### config.mk
export PLATFORM = sky130hd
export DESIGN_NAME = mem_stage
export DESIGN_NICKNAME = d
export VERILOG_FILES = /design/src/rtl/mem_pkg.sv /design/src/rtl/mem_stage_load_align.sv /design/src/rtl/mem_stage.sv
export SDC_FILE = /design/constraint.sdc
export NUM_CORES = 1
export LEC_CHECK = 0
export BUFFER_PORTS_ARGS = -buffer_cell sky130_fd_sc_hd__buf_4
export CORE_MARGIN = 4
export CORE_UTILIZATION = 35
export CTS_BUF_LIST = sky130_fd_sc_hd__clkbuf_2 sky130_fd_sc_hd__clkbuf_4 sky130_fd_sc_hd__clkbuf_8
export DETAILED_ROUTE_END_ITERATION = 10
export SLEW_MARGIN = 20
export SYNTH_ARGS = -nofsm -noshare
export SYNTH_HDL_FRONTEND = slang
export SYNTH_HIERARCHICAL = 1
export SYNTH_SLANG_ARGS = --single-unit
### constraint.sdc
create_clock -name clk -period 3.94 [get_ports clk]
set_clock_uncertainty 0.2 [all_clocks]
set_input_delay 0.197 -clock clk [delete_from_list [all_inputs] [get_ports clk]]
set_output_delay 0.197 -clock clk [all_outputs]
set_load 0.05 [all_outputs]
### src/rtl/mem_pkg.sv
// Shared types and helpers for the memory-access stage: access sizes, FSM
// states, and the byte-lane mask and alignment rules.
package mem_pkg;

    typedef enum logic [1:0] {
        MEM_B = 2'd0,
        MEM_H = 2'd1,
        MEM_W = 2'd2,
        MEM_D = 2'd3
    } mem_size_e;

    typedef enum logic [1:0] {
        MS_IDLE = 2'd0,
        MS_REQ  = 2'd1,
        MS_WAIT = 2'd2
    } ms_state_e;

    function automatic logic [3:0] size_bytes(input mem_size_e size);
        case (size)
            MEM_B:   size_bytes = 4'd1;
            MEM_H:   size_bytes = 4'd2;
            MEM_W:   size_bytes = 4'd4;
            default: size_bytes = 4'd8;
        endcase
    endfunction

    function automatic logic misaligned(input mem_size_e size, input logic [2:0] off);
        case (size)
            MEM_B:   misaligned = 1'b0;
            MEM_H:   misaligned = off[0];
            MEM_W:   misaligned = |off[1:0];
            default: misaligned = |off;
        endcase
    endfunction

    // Nine bits so a doubleword mask (1<<8)-1 comes out as 8'hFF.
    function automatic logic [7:0] byte_mask(input mem_size_e size, input logic [2:0] off);
        logic [8:0] mask;
        mask      = (9'd1 << size_bytes(size)) - 9'd1;
        byte_mask = mask[7:0] << off;
    endfunction

endpackage

### src/rtl/mem_stage_load_align.sv
// Load data alignment: selects the addressed lane of the returned doubleword
// and sign- or zero-extends it to XLEN.
module load_align
    import mem_pkg::*;
#(
    parameter int XLEN = 64
) (
    input  logic [XLEN-1:0] rdata_i,
    input  logic [2:0]      off_i,
    input  mem_size_e       size_i,
    input  logic            unsigned_i,
    output logic [XLEN-1:0] lane_o
);

    logic [XLEN-1:0] shifted;

    assign shifted = rdata_i >> {off_i, 3'b000};

    always_comb begin
        lane_o = shifted;
        case (size_i)
            MEM_B:   lane_o = {{(XLEN-8){~unsigned_i & shifted[7]}}, shifted[7:0]};
            MEM_H:   lane_o = {{(XLEN-16){~unsigned_i & shifted[15]}}, shifted[15:0]};
            MEM_W:   lane_o = {{(XLEN-32){~unsigned_i & shifted[31]}}, shifted[31:0]};
            default: lane_o = shifted;
        endcase
    end

endmodule

### src/rtl/mem_stage.sv
// Memory-access stage: passes ALU results through, issues one aligned cache
// access at a time for loads/stores, and emits one writeback pulse per record.
module mem_stage
    import mem_pkg::*;
#(
    parameter int XLEN   = 64,
    parameter int ADDR_W = 64
) (
    input  logic              clk,
    input  logic              reset,
    input  logic              ex_valid,
    output logic              ex_ready,
    input  logic              ex_is_load,
    input  logic              ex_is_store,
    input  logic [1:0]        ex_size,
    input  logic              ex_unsigned,
    input  logic [ADDR_W-1:0] ex_addr,
    input  logic [XLEN-1:0]   ex_wdata,
    input  logic [XLEN-1:0]   ex_result,
    input  logic [4:0]        ex_rd,
    output logic              req_valid,
    input  logic              req_ready,
    output logic              req_we,
    output logic [ADDR_W-1:0] req_addr,
    output logic [XLEN-1:0]   req_wdata,
    output logic [7:0]        req_wstrb,
    input  logic              resp_valid,
    input  logic [XLEN-1:0]   resp_rdata,
    output logic              wb_valid,
    output logic              wb_we,
    output logic [4:0]        wb_rd,
    output logic [XLEN-1:0]   wb_data,
    output logic              misalign
);

    // state   | meaning
    // IDLE    | ready for a record; ALU results and misaligned accesses retire here
    // REQ     | cache request presented, held stable until req_ready
    // WAIT    | request accepted, waiting for resp_valid

    ms_state_e         state_q;
    logic [2:0]        off_q;
    mem_size_e         size_q;
    logic              unsigned_q;
    logic              is_load_q;
    logic [4:0]        rd_q;

    logic              req_valid_q, req_we_q;
    logic [ADDR_W-1:0] req_addr_q;
    logic [XLEN-1:0]   req_wdata_q;
    logic [7:0]        req_wstrb_q;
    logic              wb_valid_q, wb_we_q, misalign_q;
    logic [4:0]        wb_rd_q;
    logic [XLEN-1:0]   wb_data_q;

    logic              accept;
    logic              is_mem;
    logic              mis_d;
    logic [2:0]        off_d;
    mem_size_e         size_d;
    logic [XLEN-1:0]   wdata_d;
    logic [7:0]        wstrb_d;
    logic [XLEN-1:0]   lane_d;

    assign ex_ready = (state_q == MS_IDLE) && !reset;
    assign accept   = ex_valid && ex_ready;
    assign is_mem   = ex_is_load || ex_is_store;
    assign off_d    = ex_addr[2:0];
    assign size_d   = mem_size_e'(ex_size);
    assign mis_d    = misaligned(size_d, off_d);
    assign wdata_d  = ex_wdata << {off_d, 3'b000};
    assign wstrb_d  = ex_is_store ? byte_mask(size_d, off_d) : 8'h00;

    load_align #(.XLEN(XLEN)) u_load_align (
        .rdata_i    (resp_rdata),
        .off_i      (off_q),
        .size_i     (size_q),
        .unsigned_i (unsigned_q),
        .lane_o     (lane_d)
    );

    always_ff @(posedge clk) begin
        if (reset) begin
            state_q     <= MS_IDLE;
            off_q       <= 3'd0;
            size_q      <= MEM_B;
            unsigned_q  <= 1'b0;
            is_load_q   <= 1'b0;
            rd_q        <= 5'd0;
            req_valid_q <= 1'b0;
            req_we_q    <= 1'b0;
            req_addr_q  <= '0;
            req_wdata_q <= '0;
            req_wstrb_q <= 8'h00;
            wb_valid_q  <= 1'b0;
            wb_we_q     <= 1'b0;
            wb_rd_q     <= 5'd0;
            wb_data_q   <= '0;
            misalign_q  <= 1'b0;
        end else begin
            wb_valid_q <= 1'b0;
            wb_we_q    <= 1'b0;
            misalign_q <= 1'b0;
            case (state_q)
                MS_IDLE: begin
                    if (accept && !is_mem) begin
                        wb_valid_q <= 1'b1;
                        wb_we_q    <= (ex_rd != 5'd0);
                        wb_rd_q    <= ex_rd;
                        wb_data_q  <= ex_result;
                    end else if (accept && mis_d) begin
                        misalign_q <= 1'b1;
                        wb_valid_q <= 1'b1;
                        wb_rd_q    <= ex_rd;
                        wb_data_q  <= '0;
                    end else if (accept) begin
                        off_q       <= off_d;
                        size_q      <= size_d;
                        unsigned_q  <= ex_unsigned;
                        rd_q        <= ex_rd;
                        // load+store together behaves as a store
                        is_load_q   <= ex_is_load && !ex_is_store;
                        req_valid_q <= 1'b1;
                        req_we_q    <= ex_is_store;
                        req_addr_q  <= {ex_addr[ADDR_W-1:3], 3'b000};
                        req_wdata_q <= wdata_d;
                        req_wstrb_q <= wstrb_d;
                        state_q     <= MS_REQ;
                    end
                end
                MS_REQ: begin
                    if (req_ready) begin
                        req_valid_q <= 1'b0;
                        state_q     <= MS_WAIT;
                    end
                end
                MS_WAIT: begin
                    if (resp_valid) begin
                        wb_valid_q <= 1'b1;
                        wb_we_q    <= is_load_q && (rd_q != 5'd0);
                        wb_rd_q    <= rd_q;
                        wb_data_q  <= is_load_q ? lane_d : '0;
                        state_q    <= MS_IDLE;
                    end
                end
                default: state_q <= MS_IDLE;
            endcase
        end
    end

    assign req_valid = req_valid_q;
    assign req_we    = req_we_q;
    assign req_addr  = req_addr_q;
    assign req_wdata = req_wdata_q;
    assign req_wstrb = req_wstrb_q;
    assign wb_valid  = wb_valid_q;
    assign wb_we     = wb_we_q;
    assign wb_rd     = wb_rd_q;
    assign wb_data   = wb_data_q;
    assign misalign  = misalign_q;

endmodule

==> results of run 1 <==
kinds of logic after synthesis:
group	synth area share [%]
flops	35.3
compound gates	25.2
mux	17.7
simple gates	14.7
buf+inv	6.98
xor+xnor	0.0699
other cells	0.0299
power breakdown:
group          switching, uW  total [uW]  internal (uW)
clock network           1030        2360           1320
logic                   1050        1770            723
registers               68.4        2400           2330
synthesized netlist by cell type, drive strengths merged (2+ instances only):
master / count / area (um2)
nor3b: 2 / 15.0
a32oi: 74 / 648
a21oi: 183 / 916
clkbuf: 87 / 328
buf: 84 / 502
or2: 2 / 12.5
o22ai: 8 / 50.1
o2111ai: 33 / 302
nand2: 256 / 961
a211oi: 88 / 666
a22oi: 6 / 50.1
o2bb2ai: 9 / 78.8
nand3: 19 / 95.1
o211ai: 10 / 80.1
o21ai: 16 / 80.1
mux4: 41 / 923
o221ai: 8 / 70.1
nor2: 48 / 180
nor3: 8 / 40.0
and2: 3 / 18.8
mux2: 18 / 203
o311ai: 8 / 70.1
inv: 11 / 41.3
nand2b: 14 / 87.6
nor2b: 6 / 37.5
mux2i: 109 / 1090
nand4: 28 / 175
nand3b: 18 / 135
dfxtp: 221 / 4420
or4: 3 / 22.5
o32ai: 8 / 70.1
registers in the layout, summed over array words and instances, names as in the netlist:
name,flops
req_wdata,64
req_valid,1
wb_valid,1
state_q,2
wb_data,64
size_q,2
wb_rd,5
rd_q,5
wb_we,1
is_load_q,1
req_wstrb,8
req_we,1
off_q,3
misalign,1
req_addr,61
unsigned_q,1
path summary, 6_finish.rpt:
path | slack [ns] | end | depth (start not counted) | startpoint
max reg2reg | 0.28 | req_wdata[45] | 7 | state_q[0]
max | 0.19 | req_wdata[45] | 9 | ex_addr[1]
min | 0.05 | req_wdata[57] | 4 | ex_wdata[57]
min reg2reg | 0.25 | req_addr[30] | 2 | req_addr[30]
metal layers:
metal,GRT usage [%],vias to the layer above,wire length [um]
met4,12.3,2,2950
li1,-,6667,-
met2,48.0,840,27700
met3,7.91,166,6010
met5,0,-,13
met1,35.7,6965,23100
worst max-delay path: cells and delay by family:
kind | cells | cell delay (ns)
multiplexers | 1 | 0.38
buffers and inverters | 6 | 3.09
AO/OA/AOI/OAI | 2 | 0.31
metrics by stage:
| stage | hold slack [ns] | cells | utilization, % | power, uW |
|---|---|---|---|---|
| 6_report | 0.0518 | 2539 | 54.5 | 6530 |
| 3_3_place_gp | 0.241 | 2240 | 45.6 | 3990 |
| 4_1_cts | 0.0128 | 2538 | 54.5 | 6550 |
| 5_1_grt | 0.0488 | 2539 | 54.5 | 6780 |
| 3_5_place_dp | 0.238 | 2240 | 45.6 | 4000 |
| 2_1_floorplan | 0.116 | 1448 | - | 3380 |
layout make-up:
cell class | count | area (um2) | area share, %
Tap cell | 461 | 577 | 2.99
Antenna cell | 1 | 2.50 | 0.0130
Clock inverter | 6 | 65.1 | 0.337
Clock buffer | 61 | 777 | 4.02
Multi-Input combinational cell | 1044 | 7270 | 37.6
Sequential cell | 221 | 4430 | 22.9
Timing Repair Buffer | 733 | 6140 | 31.8
Inverter | 12 | 45.0 | 0.233
timing repair:
item | 4_1_cts | 5_1_grt
setup endpoints to repair | 0 | 1
hold endpoints to repair | 211 | 0
resized for setup | 0 | 2
hold buffers | 231 | 0
==> impl_metrics.ini, run 1 <==
[floorplanning]
num_io_pins = 482
dieArea_um2 = 38900
fp.dieH_um = 197
rows = 69
initial_core_util_pct = 35.4
coreArea_um2 = 35400
die_w_um = 197

[cts]
cts_setup_buffers = 0
cts_buffer_depth = 3
cts_htree_levels = 2
clk_latency_ns = 0.57
cts_num_sinks = 221
clk_pin_slew_ns = 0.06
cts_tree = yes
cts_made_buffers = 41
cts.root.buffer_cell = clkbuf_8

[global_route]
grt_start_max_net_pins = 158
grt-ovfl-total = 0
grt_use_total_pct = 29.0
grt_pass1_wl_mm = 89.0
grt_pass1_vias = 14700
grt_antenna_before_repair = 2

[setup_path]
critPathArrivalTime_ns = 4.02
crit_path_frequent_cell = dlygate4sd3_1
worstPathRequired_ns = 4.20
path_class = input pin to flop
critPathMaxFanout = 37
cp-start-kind = input pin
crit_chain = dlygate4sd3_1, buf_6, buf_6, mux2_2, dlygate4sd3_1, o2111ai_1, dlygate4sd3_1, o311ai_0, dlygate4sd3_1
cp_slowest_stage_delay_ns = 0.59
crit_path_end_kind = flop
crit_slowest_cell = dlygate4sd3_1

[yosys]
synth.distinct_cells = 57
post_synth.cell_area_avg_um2 = 8.66
ys.flop_type = dfxtp_1
synth_seq_area_share_pct = 35.3
netlist_instances = 1446
synth_edf_count = 0
ys_seq_elements = 221
async_flop_share_pct = 0
synth_warnings = 6
synthesis.area_um2 = 12500

[pwr]
p_leak_uw = 0.00762
p_per_area_nw_per_um2 = 338
irDropWorstVdd_v = 0.000250

[flow_run]
maxCapViolations = 0

[outcome]
status = finished clean

[placement]
place_area_um2 = 16100
place_ws_ns = 1.08
gp_congestion = 0.924
hpwlAfterDp_mm = 41.2
portBuffers = 478

[timing]
finalHoldViolCount = 0
setup_tns_ns = 0
setup_viol = 0
worst_slew_pin_slew_ns = 0.983
slew_headroom_pct = 34.5
rsz0062_at_grt = false
period_needed_ns = 3.75
drv_slew = 0
max_freq_mhz = 266
fin_crit_sh_pct = 95.3
fin_ws_ns = 0.187

[cells_and_area]
final_area_um2 = 19300
layout-drive-gt1-share_pct = 31.1
areaGrowthSynthToFinish_pct = 54.2
mostFrequentLayoutCells = buf_4, nand2_1, dlygate4sd3_1
num-nets-final = 2324
final_common_cell = buf_4
fillers = 3219

[route]
drc = 0
vias_per_cell = 5.77
vias = 14600
avgRoutedWirePerCell_um = 23.5
dr.pass1.iters = 8
drtIter0Drc = 1349
ant_nets = 0
routed_wl_mm = 59.7

[hold_path]
hold_path.class = input pin to flop
Power figures use the tool's default switching activity.
==> inputs of run 2 (changes only) <==
--- a/config.mk
+++ b/config.mk
@@ -6,10 +6,10 @@
 export NUM_CORES = 1
 export LEC_CHECK = 0
 export BUFFER_PORTS_ARGS = -buffer_cell sky130_fd_sc_hd__buf_4
-export CORE_MARGIN = 4
-export CORE_UTILIZATION = 35
+export CORE_AREA = 4 4 186 188
 export CTS_BUF_LIST = sky130_fd_sc_hd__clkbuf_2 sky130_fd_sc_hd__clkbuf_4 sky130_fd_sc_hd__clkbuf_8
 export DETAILED_ROUTE_END_ITERATION = 10
+export DIE_AREA = 0 0 190 192
 export SLEW_MARGIN = 20
 export SYNTH_ARGS = -nofsm -noshare
 export SYNTH_HDL_FRONTEND = slang
==> impl_metrics.ini, run 2 (synthesis results as in run 1) <==
[outcome]
status = finished clean

[pwr]
p_comb_share_pct = 26.2
p_per_area_nw_per_um2 = 345
irDropWorstVdd_v = 0.000245
power_frac_clock_pct = 37.6
intPower_uw = 4460
p_leak_uw = 0.00753
power.switching_uw = 2170
swShare_pct = 32.7
seqPwrFrac_pct = 36.3

[global_route]
grt_start_max_net_pins = 179
grt_antenna_before_repair = 7
grt_use_total_pct = 30.7
grt_pass1_wl_mm = 88.6
grt_pass1_vias = 14700
grt-ovfl-total = 0

[setup_path]
crit_path_end_kind = flop
cp-start-kind = input pin
path_class = input pin to flop
ff2ff_path_depth = 8
worstPathRequired_ns = 4.17
critPathMaxFanout = 49
critPathArrivalTime_ns = 3.77
rrSetupSlack_ns = 0.62

[timing]
max_freq_mhz = 282
drv_slew = 0
setup_viol = 0
setup_tns_ns = 0
rsz0062_at_grt = false
slew_headroom_pct = 41.6
worst_slew_pin_slew_ns = 0.875
fin_crit_sh_pct = 89.9
fin_ws_ns = 0.399
period_needed_ns = 3.54
finalHoldViolCount = 0

[route]
vias_per_cell = 5.82
wl_met1_mm = 22.4
dr.pass1.iters = 8
ant_nets = 0
routed_wl_mm = 59.2
drc = 0
vias = 14700
drtIter0Drc = 1457
wl_met2_mm = 27.5
routed.top_layer = met5
met3_length_mm = 6.08
avgRoutedWirePerCell_um = 23.5

[cells_and_area]
layout-drive-gt1-share_pct = 31.6
finish.utilization_pct = 58.0
num-nets-final = 2309
final_common_cell = buf_4
areaGrowthSynthToFinish_pct = 53.3
fillers = 2953
mostFrequentLayoutCells = buf_4, nand2_1, dfxtp_1

[floorplanning]
num_io_pins = 482
dieArea_um2 = 36500
initial_core_util_pct = 37.8
coreArea_um2 = 33100
rows = 67
die_w_um = 190
fp.dieH_um = 192

[cts]
cts_tree = yes
cts_htree_levels = 2
clk_pin_slew_ns = 0.06
cts.root.buffer_cell = clkbuf_8
clk_latency_ns = 0.57
cts_made_buffers = 43
cts_num_sinks = 221
cts_setup_buffers = 0
cts_buffer_depth = 3

[hold_path]
hold_path.class = input pin to flop
min_path_cells = 4

[placement]
portBuffers = 478
gp_congestion = 0.966
hpwlAfterDp_mm = 40.3
place_ws_ns = 1.16

[flow_run]
maxCapViolations = 0
==> run 2: cell count changes in the layout (fill, tap and decap cells not counted) <==
| cell | change |
|---|---|
| buf_4 | +2 |
| buf_6 | -2 |
| clkbuf_4 | +2 |
| clkbuf_8 | +3 |
| clkinv_2 | +2 |
| clkinvlp_4 | +1 |
| diode_2 | +4 |
| dlygate4sd3_1 | -17 |
| inv_6 | -1 |
| inv_8 | +1 |
| nor3_1 | -1 |
| nor3_2 | +1 |
==> run 2: timing repair <==
item                                   CTS  global route
hold buffers                           214             0
endpoints found under the hold margin  218             0
gates resized for setup                  0             0
==> run 2: critical path: stages <==
cell	delay, ns
dlygate4sd3_1	0.53
buf_4	0.58
buf_4	0.47
mux2_2	0.39
dlygate4sd3_1	0.57
o2111ai_1	0.24
dlygate4sd3_1	0.61
o311ai_0	0.13
==> run 2: per-layer routing <==
| metal | up-vias | GRT usage (%) |
|---|---|---|
| met5 | - | 0 |
| met4 | 4 | 14.8 |
| met3 | 161 | 8.80 |
| met2 | 865 | 50.1 |
| met1 | 7012 | 37.2 |
| li1 | 6637 | - |
==> run 2: final timing paths <==
| kind | startpoint | endpoint |
|---|---|---|
| worst max-delay path | ex_addr[1] | req_wdata[42] |
| worst min-delay path | ex_wdata[59] | req_wdata[59] |
| worst max register to register | off_q[1] | wb_data[63] |
| worst min register to register | req_wstrb[5] | req_wstrb[5] |
==> run 2: layout make-up <==
cell class                 count  area, um2  area share, %
timing repair buffer         716       5960           31.1
sequential                   221       4430           23.1
tap                          448        561           2.92
antenna                        5       12.5         0.0652
inverter                      12       45.0          0.235
clock buffer                  66        833           4.34
clock inverter                 9       85.1          0.443
multi-input combinational   1044       7270           37.9
==> run 2: power by group through the flow <==
stage | Combinational, uW | Clock (uW) | Sequential [uW]
after floorplan | 628 | 0 | 2750
after global routing | 1830 | 2640 | 2410
after detailed placement | 1530 | 0 | 2450
after CTS | 1710 | 2540 | 2400
final | 1730 | 2490 | 2400
after global placement | 1520 | 0 | 2450
==> run 2: through the flow <==
stage	cell area, um2	hold slack, ns	total power, uW	instances
floorplan	12500	0.116	3380	1448
global placement	16100	0.229	3960	2227
detailed placement	16100	0.235	3980	2227
CTS	19200	0.00617	6650	2516
global route	19200	0.0714	6880	2521
finish	19200	0.0465	6630	2521
==> inputs of run 3 (changes only) <==
--- a/config.mk
+++ b/config.mk
@@ -6,10 +6,11 @@
 export NUM_CORES = 1
 export LEC_CHECK = 0
 export BUFFER_PORTS_ARGS = -buffer_cell sky130_fd_sc_hd__buf_4
-export CORE_AREA = 4 4 186 188
+export CORE_AREA = 2 2 189 191
 export CTS_BUF_LIST = sky130_fd_sc_hd__clkbuf_2 sky130_fd_sc_hd__clkbuf_4 sky130_fd_sc_hd__clkbuf_8
 export DETAILED_ROUTE_END_ITERATION = 10
-export DIE_AREA = 0 0 190 192
+export DIE_AREA = 0 0 191 193
+export MAX_ROUTING_LAYER = met4
 export SLEW_MARGIN = 20
 export SYNTH_ARGS = -nofsm -noshare
 export SYNTH_HDL_FRONTEND = slang
==> impl_metrics.ini, run 3 (synthesis results as in run 1) <==
[placement]
place_area_um2 = 16200
portBuffers = 478
gp_congestion = 0.964
hpwlAfterDp_mm = 41.2

[hold_path]
min_path_cells = 5
hold_path.class = input pin to flop

[floorplanning]
fp.dieH_um = 193
die_w_um = 191
num_io_pins = 482
coreArea_um2 = 35000
initial_core_util_pct = 35.8
dieArea_um2 = 36900
rows = 69

[setup_path]
worstSetupEndpoint = req_wdata[45]
r2r-end = req_wdata[45]
critPathArrivalTime_ns = 4.04
critPathMaxFanout = 117
crit_path_end_kind = flop
cp-startpoint = reset
cp-start-kind = input pin
worstPathRequired_ns = 4.27
path_class = input pin to flop
timing.rr.start = state_q[0]
ff2ff_path_depth = 7
rrSetupSlack_ns = 0.37

[cells_and_area]
fillers = 3096
final_common_cell = buf_4
num-nets-final = 2360
layout-drive-gt1-share_pct = 31.1
mostFrequentLayoutCells = buf_4, dlygate4sd3_1, nand2_1
areaGrowthSynthToFinish_pct = 57.4
final_area_um2 = 19700

[route]
vias = 15000
vias_per_cell = 5.80
drc = 0
avgRoutedWirePerCell_um = 23.4
ant_nets = 0
routed_wl_mm = 60.4
dr.pass1.iters = 8
drtIter0Drc = 1105

[cts]
cts.root.buffer_cell = clkbuf_8
cts_setup_buffers = 0
cts_htree_levels = 2
cts_num_sinks = 221
cts_made_buffers = 43
cts_tree = yes
clk_latency_ns = 0.59
cts_buffer_depth = 3
cts_resized = 0
clk_pin_slew_ns = 0.06

[outcome]
status = finished clean

[timing]
setup_viol = 0
worst_slew_pin_slew_ns = 1.13
finalHoldViolCount = 0
slew_headroom_pct = 24.2
max_freq_mhz = 270
setup_tns_ns = 0
rsz0062_at_grt = false
fin_crit_sh_pct = 94.1
drv_slew = 0
period_needed_ns = 3.71

[pwr]
p_leak_uw = 0.00781
irDropWorstVdd_v = 0.000344
p_per_area_nw_per_um2 = 339

[global_route]
grt_antenna_before_repair = 4
grt_start_max_net_pins = 118
grt-ovfl-total = 0
grt_pass1_vias = 14600
grt_pass1_wl_mm = 88.5
grt_use_total_pct = 32.3

[flow_run]
maxCapViolations = 0
-- run 3: how the worst min path moves through the flow --
| stage | from | endpoint | slack [ns] |
|---|---|---|---|
| floorplan | req_ready | req_valid | 0.12 |
| global placement | req_ready | req_valid | 0.23 |
| detailed placement | req_ready | req_valid | 0.24 |
| CTS | resp_rdata[62] | wb_data[62] | 0.001 |
| global route | ex_wdata[56] | req_wdata[56] | 0.03 |
| finish | resp_rdata[62] | wb_data[62] | 0.04 |
-- run 3: through the flow --
stage	hold WS, ns	total power, uW	instances	util [%]	setup WS, ns
2_1_floorplan	0.116	3380	1448	-	1.75
6_report	0.0392	6690	2583	56.4	0.234
4_1_cts	0.00127	6720	2580	56.4	0.313
3_3_place_gp	0.231	3990	2244	46.3	1.18
5_1_grt	0.0326	6930	2583	56.4	0.0816
3_5_place_dp	0.239	4000	2244	46.3	1.15
-- run 3: timing repair --
item,CTS,global route
hold buffers,261,0
hold endpoints to repair,212,0
setup endpoints to repair,0,0
-- run 3: worst max-delay path: stages --
cell and delay (ns):
dlygate4sd3_1 0.55, buf_6 0.33, or4b_4 0.63, a211oi_4 0.28, buf_12 0.42, o2111ai_1 0.18, dlygate4sd3_1 0.60, o311ai_0 0.10
dlygate4sd3_1 0.60
-- run 3: cell type report --
type | count | area (um2) | share of cell area, %
multi-input cells | 1044 | 7270 | 36.9
repair buffers | 767 | 6460 | 32.8
flip-flops and latches | 221 | 4430 | 22.5
clock buffers | 68 | 855 | 4.34
well taps | 461 | 577 | 2.93
clock inverters | 7 | 60.1 | 0.305
inverters | 12 | 45.0 | 0.228
diodes | 3 | 7.51 | 0.0381
-- run 3: power breakdown --
group,total [uW],switching (uW),internal (uW)
Combinational,1780,1050,728
Clock,2510,1080,1430
Sequential,2400,70.3,2330
-- run 3: layer usage --
layer  vias to the layer above  track usage (%)  wire, um
li1                       6744                -         -
met1                      7216             39.4     24100
met2                       835             50.8     27600
met3                       183             6.68      5290
met4                         0             16.5      3340
met5                         -                -         0
